==> src/rtl/frame_sync_rx.sv <==
// Serial sync-word receiver: hunts for the ASM, verifies over consecutive frames,
// then flywheels frame timing and forwards payload bits through one output register.
module frame_sync_rx #(
  parameter int          SYNC_LEN     = 32,
  parameter logic [31:0] SYNC_WORD    = 32'h1ACFFC1D,
  parameter int          MAX_ERR      = 2,
  parameter int          VERIFY_COUNT = 2,
  parameter int          LOSS_COUNT   = 3
) (
  input  logic        clk,
  input  logic        rst,
  input  logic [12:0] frame_length,
  input  logic        s_valid,
  input  logic        s_bit,
  output logic        s_ready,
  output logic        m_valid,
  output logic        m_bit,
  input  logic        m_ready,
  output logic        start_frame,
  output logic        end_frame,
  output logic        locked,
  output logic        sync_lost
);

  typedef enum logic [1:0] {HUNT, VERIFY, LOCKED} state_e;

  localparam logic [SYNC_LEN-1:0] SYNC_PAT = SYNC_WORD[SYNC_LEN-1:0];
  localparam logic [15:0]         EVAL_OFS = 16'(SYNC_LEN - 1);
  localparam logic [5:0]          FILL_MAX = 6'(SYNC_LEN);

  state_e              state_q, state_d;
  logic [SYNC_LEN-1:0] sr_q, sr_d;
  logic [5:0]          fill_q, fill_d;
  logic [15:0]         fl_q, fl_d;
  logic [15:0]         pos_q, pos_d;
  logic [7:0]          verify_cnt_q, verify_cnt_d;
  logic [7:0]          miss_cnt_q, miss_cnt_d;
  logic                m_valid_q, m_valid_d;
  logic                m_bit_q, m_bit_d;
  logic                start_q, start_d;
  logic                end_q, end_d;
  logic                sync_lost_q, sync_lost_d;

  logic                accept, match, eval_pt, payload;
  logic [SYNC_LEN-1:0] sr_next, diff;
  logic [5:0]          err_cnt;
  logic [15:0]         fl_in;

  assign sr_next = {sr_q[SYNC_LEN-2:0], s_bit};

  for (genvar gi = 0; gi < SYNC_LEN; gi++) begin : g_diff
    assign diff[gi] = sr_next[gi] ^ SYNC_PAT[gi];
  end

  always_comb begin
    err_cnt = '0;
    for (int i = 0; i < SYNC_LEN; i++) begin
      err_cnt = err_cnt + 6'(diff[i]);
    end
  end

  assign match   = (err_cnt <= 6'(MAX_ERR));
  // Frames shorter than two payload bits are stretched so start/end stay distinct beats.
  assign fl_in   = (frame_length < 13'd2) ? 16'd2 : {3'b000, frame_length};
  assign eval_pt = (pos_q == fl_q + EVAL_OFS);
  assign payload = (pos_q < fl_q);
  assign s_ready = (state_q != LOCKED) | m_ready | ~m_valid_q;
  assign accept  = s_valid & s_ready;

  always_comb begin
    state_d      = state_q;
    sr_d         = sr_q;
    fill_d       = fill_q;
    fl_d         = fl_q;
    pos_d        = pos_q;
    verify_cnt_d = verify_cnt_q;
    miss_cnt_d   = miss_cnt_q;
    m_valid_d    = m_valid_q & ~m_ready;
    m_bit_d      = m_bit_q;
    start_d      = start_q;
    end_d        = end_q;
    sync_lost_d  = 1'b0;
    if (accept) begin
      sr_d  = sr_next;
      pos_d = pos_q + 16'd1;
      if (fill_q != FILL_MAX) fill_d = fill_q + 6'd1;
      case (state_q)
        HUNT: begin
          if ((fill_q >= FILL_MAX - 6'd1) && match) begin
            state_d      = VERIFY;
            pos_d        = '0;
            verify_cnt_d = '0;
            fl_d         = fl_in;
          end
        end
        VERIFY: begin
          if (eval_pt) begin
            pos_d = '0;
            fl_d  = fl_in;
            if (!match) begin
              state_d = HUNT;
            end else if (verify_cnt_q + 8'd1 == 8'(VERIFY_COUNT)) begin
              state_d    = LOCKED;
              miss_cnt_d = '0;
            end else begin
              verify_cnt_d = verify_cnt_q + 8'd1;
            end
          end
        end
        LOCKED: begin
          if (payload) begin
            m_valid_d = 1'b1;
            m_bit_d   = s_bit;
            start_d   = (pos_q == 16'd0);
            end_d     = (pos_q == fl_q - 16'd1);
          end
          // Misses keep the frame timing; only LOSS_COUNT in a row drops lock.
          if (eval_pt) begin
            pos_d = '0;
            fl_d  = fl_in;
            if (match) begin
              miss_cnt_d = '0;
            end else if (miss_cnt_q + 8'd1 == 8'(LOSS_COUNT)) begin
              state_d     = HUNT;
              miss_cnt_d  = '0;
              sync_lost_d = 1'b1;
            end else begin
              miss_cnt_d = miss_cnt_q + 8'd1;
            end
          end
        end
        default: state_d = HUNT;
      endcase
    end
  end

  always_ff @(posedge clk) begin
    if (rst) begin
      state_q      <= HUNT;
      sr_q         <= '0;
      fill_q       <= '0;
      fl_q         <= '0;
      pos_q        <= '0;
      verify_cnt_q <= '0;
      miss_cnt_q   <= '0;
      m_valid_q    <= 1'b0;
      m_bit_q      <= 1'b0;
      start_q      <= 1'b0;
      end_q        <= 1'b0;
      sync_lost_q  <= 1'b0;
    end else begin
      state_q      <= state_d;
      sr_q         <= sr_d;
      fill_q       <= fill_d;
      fl_q         <= fl_d;
      pos_q        <= pos_d;
      verify_cnt_q <= verify_cnt_d;
      miss_cnt_q   <= miss_cnt_d;
      m_valid_q    <= m_valid_d;
      m_bit_q      <= m_bit_d;
      start_q      <= start_d;
      end_q        <= end_d;
      sync_lost_q  <= sync_lost_d;
    end
  end

  assign m_valid     = m_valid_q;
  assign m_bit       = m_bit_q;
  assign start_frame = start_q;
  assign end_frame   = end_q;
  assign locked      = (state_q == LOCKED);
  assign sync_lost   = sync_lost_q;

endmodule

==> config.mk <==
export PLATFORM = sky130hd
export DESIGN_NAME = frame_sync_rx
export DESIGN_NICKNAME = d
export VERILOG_FILES = /design/src/rtl/frame_sync_rx.sv
export SDC_FILE = /design/constraint.sdc
export NUM_CORES = 1
export LEC_CHECK = 0
export CAP_MARGIN = 10
export CORE_MARGIN = 2
export CORE_UTILIZATION = 65
export CTS_CLUSTER_SIZE = 28
export DETAILED_ROUTE_END_ITERATION = 10
export PLACE_DENSITY = 0.92
export SYNTH_ARGS = -nofsm -noshare
export SYNTH_HDL_FRONTEND = slang
export SYNTH_SLANG_ARGS = --single-unit
==> constraint.sdc <==
create_clock -name clk -period 11.4 [get_ports clk]
set_clock_uncertainty 0.05 [all_clocks]
set_input_delay 1.14 -clock clk [delete_from_list [all_inputs] [get_ports clk]]
set_output_delay 1.14 -clock clk [all_outputs]
set_load 0.02 [all_outputs]
== Word-level counts from Yosys, hierarchy flattened ==
Cells that the tools add are included.

* Add/sub/neg operators: 37
* Multiply operators: 0
* Div/mod/pow operators: 0
* Magnitude comparators: 4
* Eq/ne operators: 18
* Shift operators: 0
* Multiplexer cells: 31
* Bitwise gates (word level): 28
* Reduce and logical (&&, ||, !) cells: 14

{| class="wikitable"
|+ Operators by type and width
! operator !! number
|-
| adder 6 x 1 -> 6 bit || 26
|-
| two-way mux 8 bit || 10
|-
| two-way mux 16 bit || 4
|-
| case mux 16 bit (2 select lines) || 2
|-
| equality test 16 bit || 2
|-
| case mux 8 bit (2 select lines) || 2
|-
| inverter 1 bit || 24
|-
| adder 16 x 1 -> 16 bit, second input constant || 1
|-
| adder 16 x 5 -> 16 bit, second input constant || 1
|-
| adder 8 x 1 -> 8 bit, second input constant || 2
|-
| equality test 8 x 2 -> 1 bit, second input constant || 2
|-
| zero test 16 bit || 1
|-
| < comparator 16 bit || 1
|-
| subtractor 16 x 1 -> 16 bit, second input constant || 1
|-
| two-way mux 2 bit || 7
|-
| != test 2 bit, second input constant || 7
|-
| < comparator 13 x 2 -> 1 bit, second input constant || 1
|-
| two-way mux 13 bit || 1
|-
| AND reduction 6 bit || 2
|-
| AND reduction 7 bit || 1
|-
| adder 5 x 1 -> 6 bit || 1
|-
| adder 6 x 1 -> 6 bit, second input constant || 1
|-
| greater-or-equal comparator 6 x 5 -> 1 bit, second input constant || 1
|-
| less-or-equal comparator 6 x 2 -> 1 bit, second input constant || 1
|-
| other kinds (21) || 30
|}

* Flip-flop bits (word level): 92
* Bits in latches: 0
* Memory bits (writable): 0
* Bits in read-only memories: 0
* Output and inout bits: 7
* Memories: 0

== Depth between registers and ports, before layout ==
* Depth after elaboration: 36
* Gate-level depth with buffers: 25
* Depth with buffers taken out: 22

== Least setup slack after synthesis ==
OpenSTA, ideal clock, no wires.

* Kind: input to register
* Start: input port s_bit
* End: register fl_q[4]
* Library setup time: 128 ps
* Arrival: 6657 ps
* Slack: 4565 ps
* Stages: 23
* Buffers on the path: 3
* Path through: fa_1 fa_1 fa_1 inv_1 fa_1 fa_1 inv_1 fa_1 inv_1 ha_1 inv_1 fa_1 a211oi_1 mux2i_1 o31ai_1 and2_1 clkbuf_1 nor3b_1 a32o_1 clkbuf_1 buf_2 mux2i_1 nor2_1

* Cells in the longest elaborated chain, start to end: 36

{| class="wikitable"
|+ Ends and longest elaborated chain
! element !! line !! RTL
|-
| start, declared || 14 || <nowiki>input logic s_bit,</nowiki>
|-
| inverter 1 bit (no source line) || - ||
|-
| adder 1 x 1 -> 2 bit || 58 || <nowiki>err_cnt = err_cnt + 6'(diff[i]);</nowiki>
|-
| adder 2 x 1 -> 3 bit || 58 ||
|-
| adder 3 x 1 -> 4 bit || 58 ||
|-
| adder 4 x 1 -> 5 bit || 58 ||
|-
| adder 5 x 1 -> 6 bit || 58 ||
|-
| adder 6 x 1 -> 6 bit (26 in series) || 58 ||
|-
| less-or-equal comparator 6 x 2 -> 1 bit || 62 || <nowiki>assign match = (err_cnt <= 6'(MAX_ERR));</nowiki>
|-
| logical AND 1 bit || 89 || <nowiki>if ((fill_q >= FILL_MAX - 6'd1) && match) begin</nowiki>
|-
| != test 2 bit (no source line) || - ||
|-
| AND reduction 4 bit (no source line) || - ||
|-
| end signal, assigned || 155 || <nowiki>fl_q <= fl_d;</nowiki>
|-
| end, declared || 34 || <nowiki>logic [15:0] fl_q, fl_d;</nowiki>
|}

No other way between the ends.
A chain may end at the register's enable or synchronous reset.

== Worst setup path after layout ==
* Start: input port s_bit
* End: register fl_q[6]

The elaborated chain is that of the path after synthesis.

==> summary.md <==
| Metric | Value |
|---|---|
| Area grow syn2layout | 7.31% |
| CP Class | in2reg |
| Largest net degree at the start of global routing | 79 |
| CTS tree | done |
| Initial core utilization | 67.4% |
| RSZ-0062 raised after global routing | false |
| CTS resizes | 0 |
| Share of layout cells above drive strength 1 | 4.07% |
| Status | finished clean |
| Floorplan row count | 34 |
| Final hold violation count | 0 |
| Core area | 0.00876 mm² |
| Total Wirelength | 13600 µm |
| Die Span X | 99.3 µm |
| Static Leak | 2.32 nW |
| Iter 0 DRT Violations | 241 |
| Root buffer cell | clkbuf_8 |
| Nets | 808 |
| Sequential share of the synthesized area | 30.2% |
| Synth Area per Inst | 8.01 µm² |
| Setup TNS Final | 0 ps |
| Reg clk slew, reported paths | 100 ps |
| Primary FF master, synth | dfxtp_1 |
| Post-Syn Area | 0.00591 mm² |
| Fmax | 134 MHz |
| Dpl ws | 3670 ps |
| Most common cell on crit path | fa_1 |
| Crit end category | register |
| Syn nets | 812 |
| Post-Syn Instances | 737 |
| Pwr Density | 93.5 mW/mm² |
| Vias in the first global route | 5147 |
| Post-CTS Setup Bufs | 0 |
| Final setup viols | 0 |
| Max-cap viol count | 0 |
| Hold bufs inserted after CTS | 0 |
| Clock latency at the later pin of the worst-skew pair | 380 ps |
| CP startpoint kind | input pin |
| Worst slew pin tran | 906 ps |
| Antenna violations before repair | 0 |
| Tmin final | 7440 ps |
| Most frequent cells in the layout | 99 x nand2_1, 89 x dfxtp_1, 71 x inv_1 |
| DRC viols | 0 |
| Most common cell after layout, fill and taps aside | nand2_1 |
| Critical path's slowest cell | a32o_1 |
| Die area | 0.00986 mm² |
| CTS Buf Count | 9 |
| Routed len/inst | 16.1 µm |
| Number of synthesized register bits | 89 |
| R2R setup slack | 4650 ps |
| Post-synth top area share | 30.2% |
| TritonRoute pass-1 iters | 5 |
| Tcrit/Tclk final | 65.2% |
| DIE HEIGHT | 99.3 µm |
| H-tree levels | 3 |
| Synth unique cells | 60 |
| Asr flop ratio synth | 0% |
| Global-route wire length before repair | 23300 µm |
| Clock Path Buffers | 2 |
| Total track usage | 28.8% |
| Routed vias/inst | 6.14 |
| Crit path cell chain | clkdlybuf4s50_1 -> fa_1 -> fa_1 -> fa_1 -> inv_1 -> fa_1 -> fa_1 -> inv_1 -> fa_1 -> inv_1 -> ha_1 -> inv_1 -> fa_1 -> a211oi_1 -> mux2i_1 -> o31ai_1 -> and2_1 -> nor3b_1 -> a32o_1 -> mux2i_1 -> nor2_1 |
| Ports | 25 |
| Port buffer count | 24 |
| Post-synth top area cell | dfxtp_1 |
| Clock sink total | 89 |
| Yosys warning count | 0 |
| Maximum VDD drop | 0.0741 mV |
| Final worst setup slack | 3960 ps |
| DP Wirelength | 9730 µm |
| Worst Hold Class | reg2reg |
| EDFF count, synth | 0 |
| Detail Route Antenna Nets | 0 |
| Fin. max-slew vios | 0 |
| Vias | 5195 |
| Bufs and invs on worst path | 5 |
| GRT overflow | 0 |
| CP arrival | 7610 ps |
| CP delay by family, top | adder cells |
| RePlAce Congestion | 0.889 |
| Worst-path maximum fanout | 15 |
| # diodes | 0 |
| Slew HR | 39.6% |
| Worst Path Required | 11570 ps |
| Largest cells by area after synthesis | dfxtp_1 30%, fa_1 8.1%, ha_1 7.0%, nand2_1 6.3%, a21oi_1 4.7% |
| Crit-path max cell delay | 660 ps |
## layout make-up
cell class                      instances  area (µm²)
Tap cell                              108         135
Sequential cell                        89        1780
Timing Repair Buffer                   27         258
Clock buffer                           10         128
Inverter                               72         270
Clock inverter                          6        75.1
Fill cell                             640        2430
Multi-Input combinational cell        534        3690
## power by group
part / switching [W] / leakage, nW / internal (W)
clock: 0.000125 / 0.0990 / 0.000105
sequential: 0.00000211 / 0.718 / 0.000312
combinational: 0.0000287 / 1.50 / 0.0000203
## cell families after synthesis
| kind of cell | after synthesis | share of synthesized area [%] |
|---|---|---|
| xor+xnor | 45 | 6.67 |
| buf+inv | 114 | 7.35 |
| fa+ha+maj | 57 | 15.1 |
| compound gates | 132 | 14.0 |
| simple gates | 284 | 24.0 |
| mux | 16 | 2.71 |
| flops | 89 | 30.2 |
## cell usage after synthesis, types with 12 or more instances
library cell  number
fa_1              24
a21oi_1           56
clkbuf_1          35
nand3_1           28
dfxtp_1           89
xnor2_1           27
inv_1             71
xor2_1            18
nand2_1           99
mux2i_1           16
o21ai_0           24
ha_1              33
nor2_1            57
nand4_1           12
## metrics by stage
stage | instance area (µm²) | std cells | util, % | total power, W | hold slack, ps
final | 6340 | 846 | 72.3 | 0.000593 | 416
after global routing | 6340 | 846 | 72.3 | 0.000614 | 452
after CTS | 6340 | 846 | 72.3 | 0.000596 | 418
after detailed placement | 6130 | 830 | 70.0 | 0.000369 | 404
after global placement | 6130 | 830 | 70.0 | 0.000366 | 401
after floorplan | 5910 | 737 | - | 0.000353 | 395
## tightest hold or removal path: cells and delay by family (launching register included)
family             cells  cell delay (ps)
AOI/OAI and AO/OA      1               50
DFF                    1              320
and+or+nand+nor        1               50
## metal layers
layer,up-vias,global-route usage [%],wire length [µm]
li1,2493,-,-
met1,2504,34.2,5590
met2,165,51.1,7040
met3,33,5.55,685
met4,0,12.0,336
met5,-,0,0
## state kept, by name (all words and copies together) (netlist names), 2 cells and up
signal,count
fl_q,13
state_q,2
pos_q,16
miss_cnt_q,8
sr_q,31
fill_q,6
verify_cnt_q,8
## path summary, 6_finish.rpt
path	startpoint	to	cells past startpoint
max	s_bit	fl_q[6]	21
min	start_frame	start_frame	2
max reg2reg	sr_q[8]	fl_q[6]	21
min reg2reg	start_frame	start_frame	2
No activity file was read; power rests on OpenSTA's default activity.
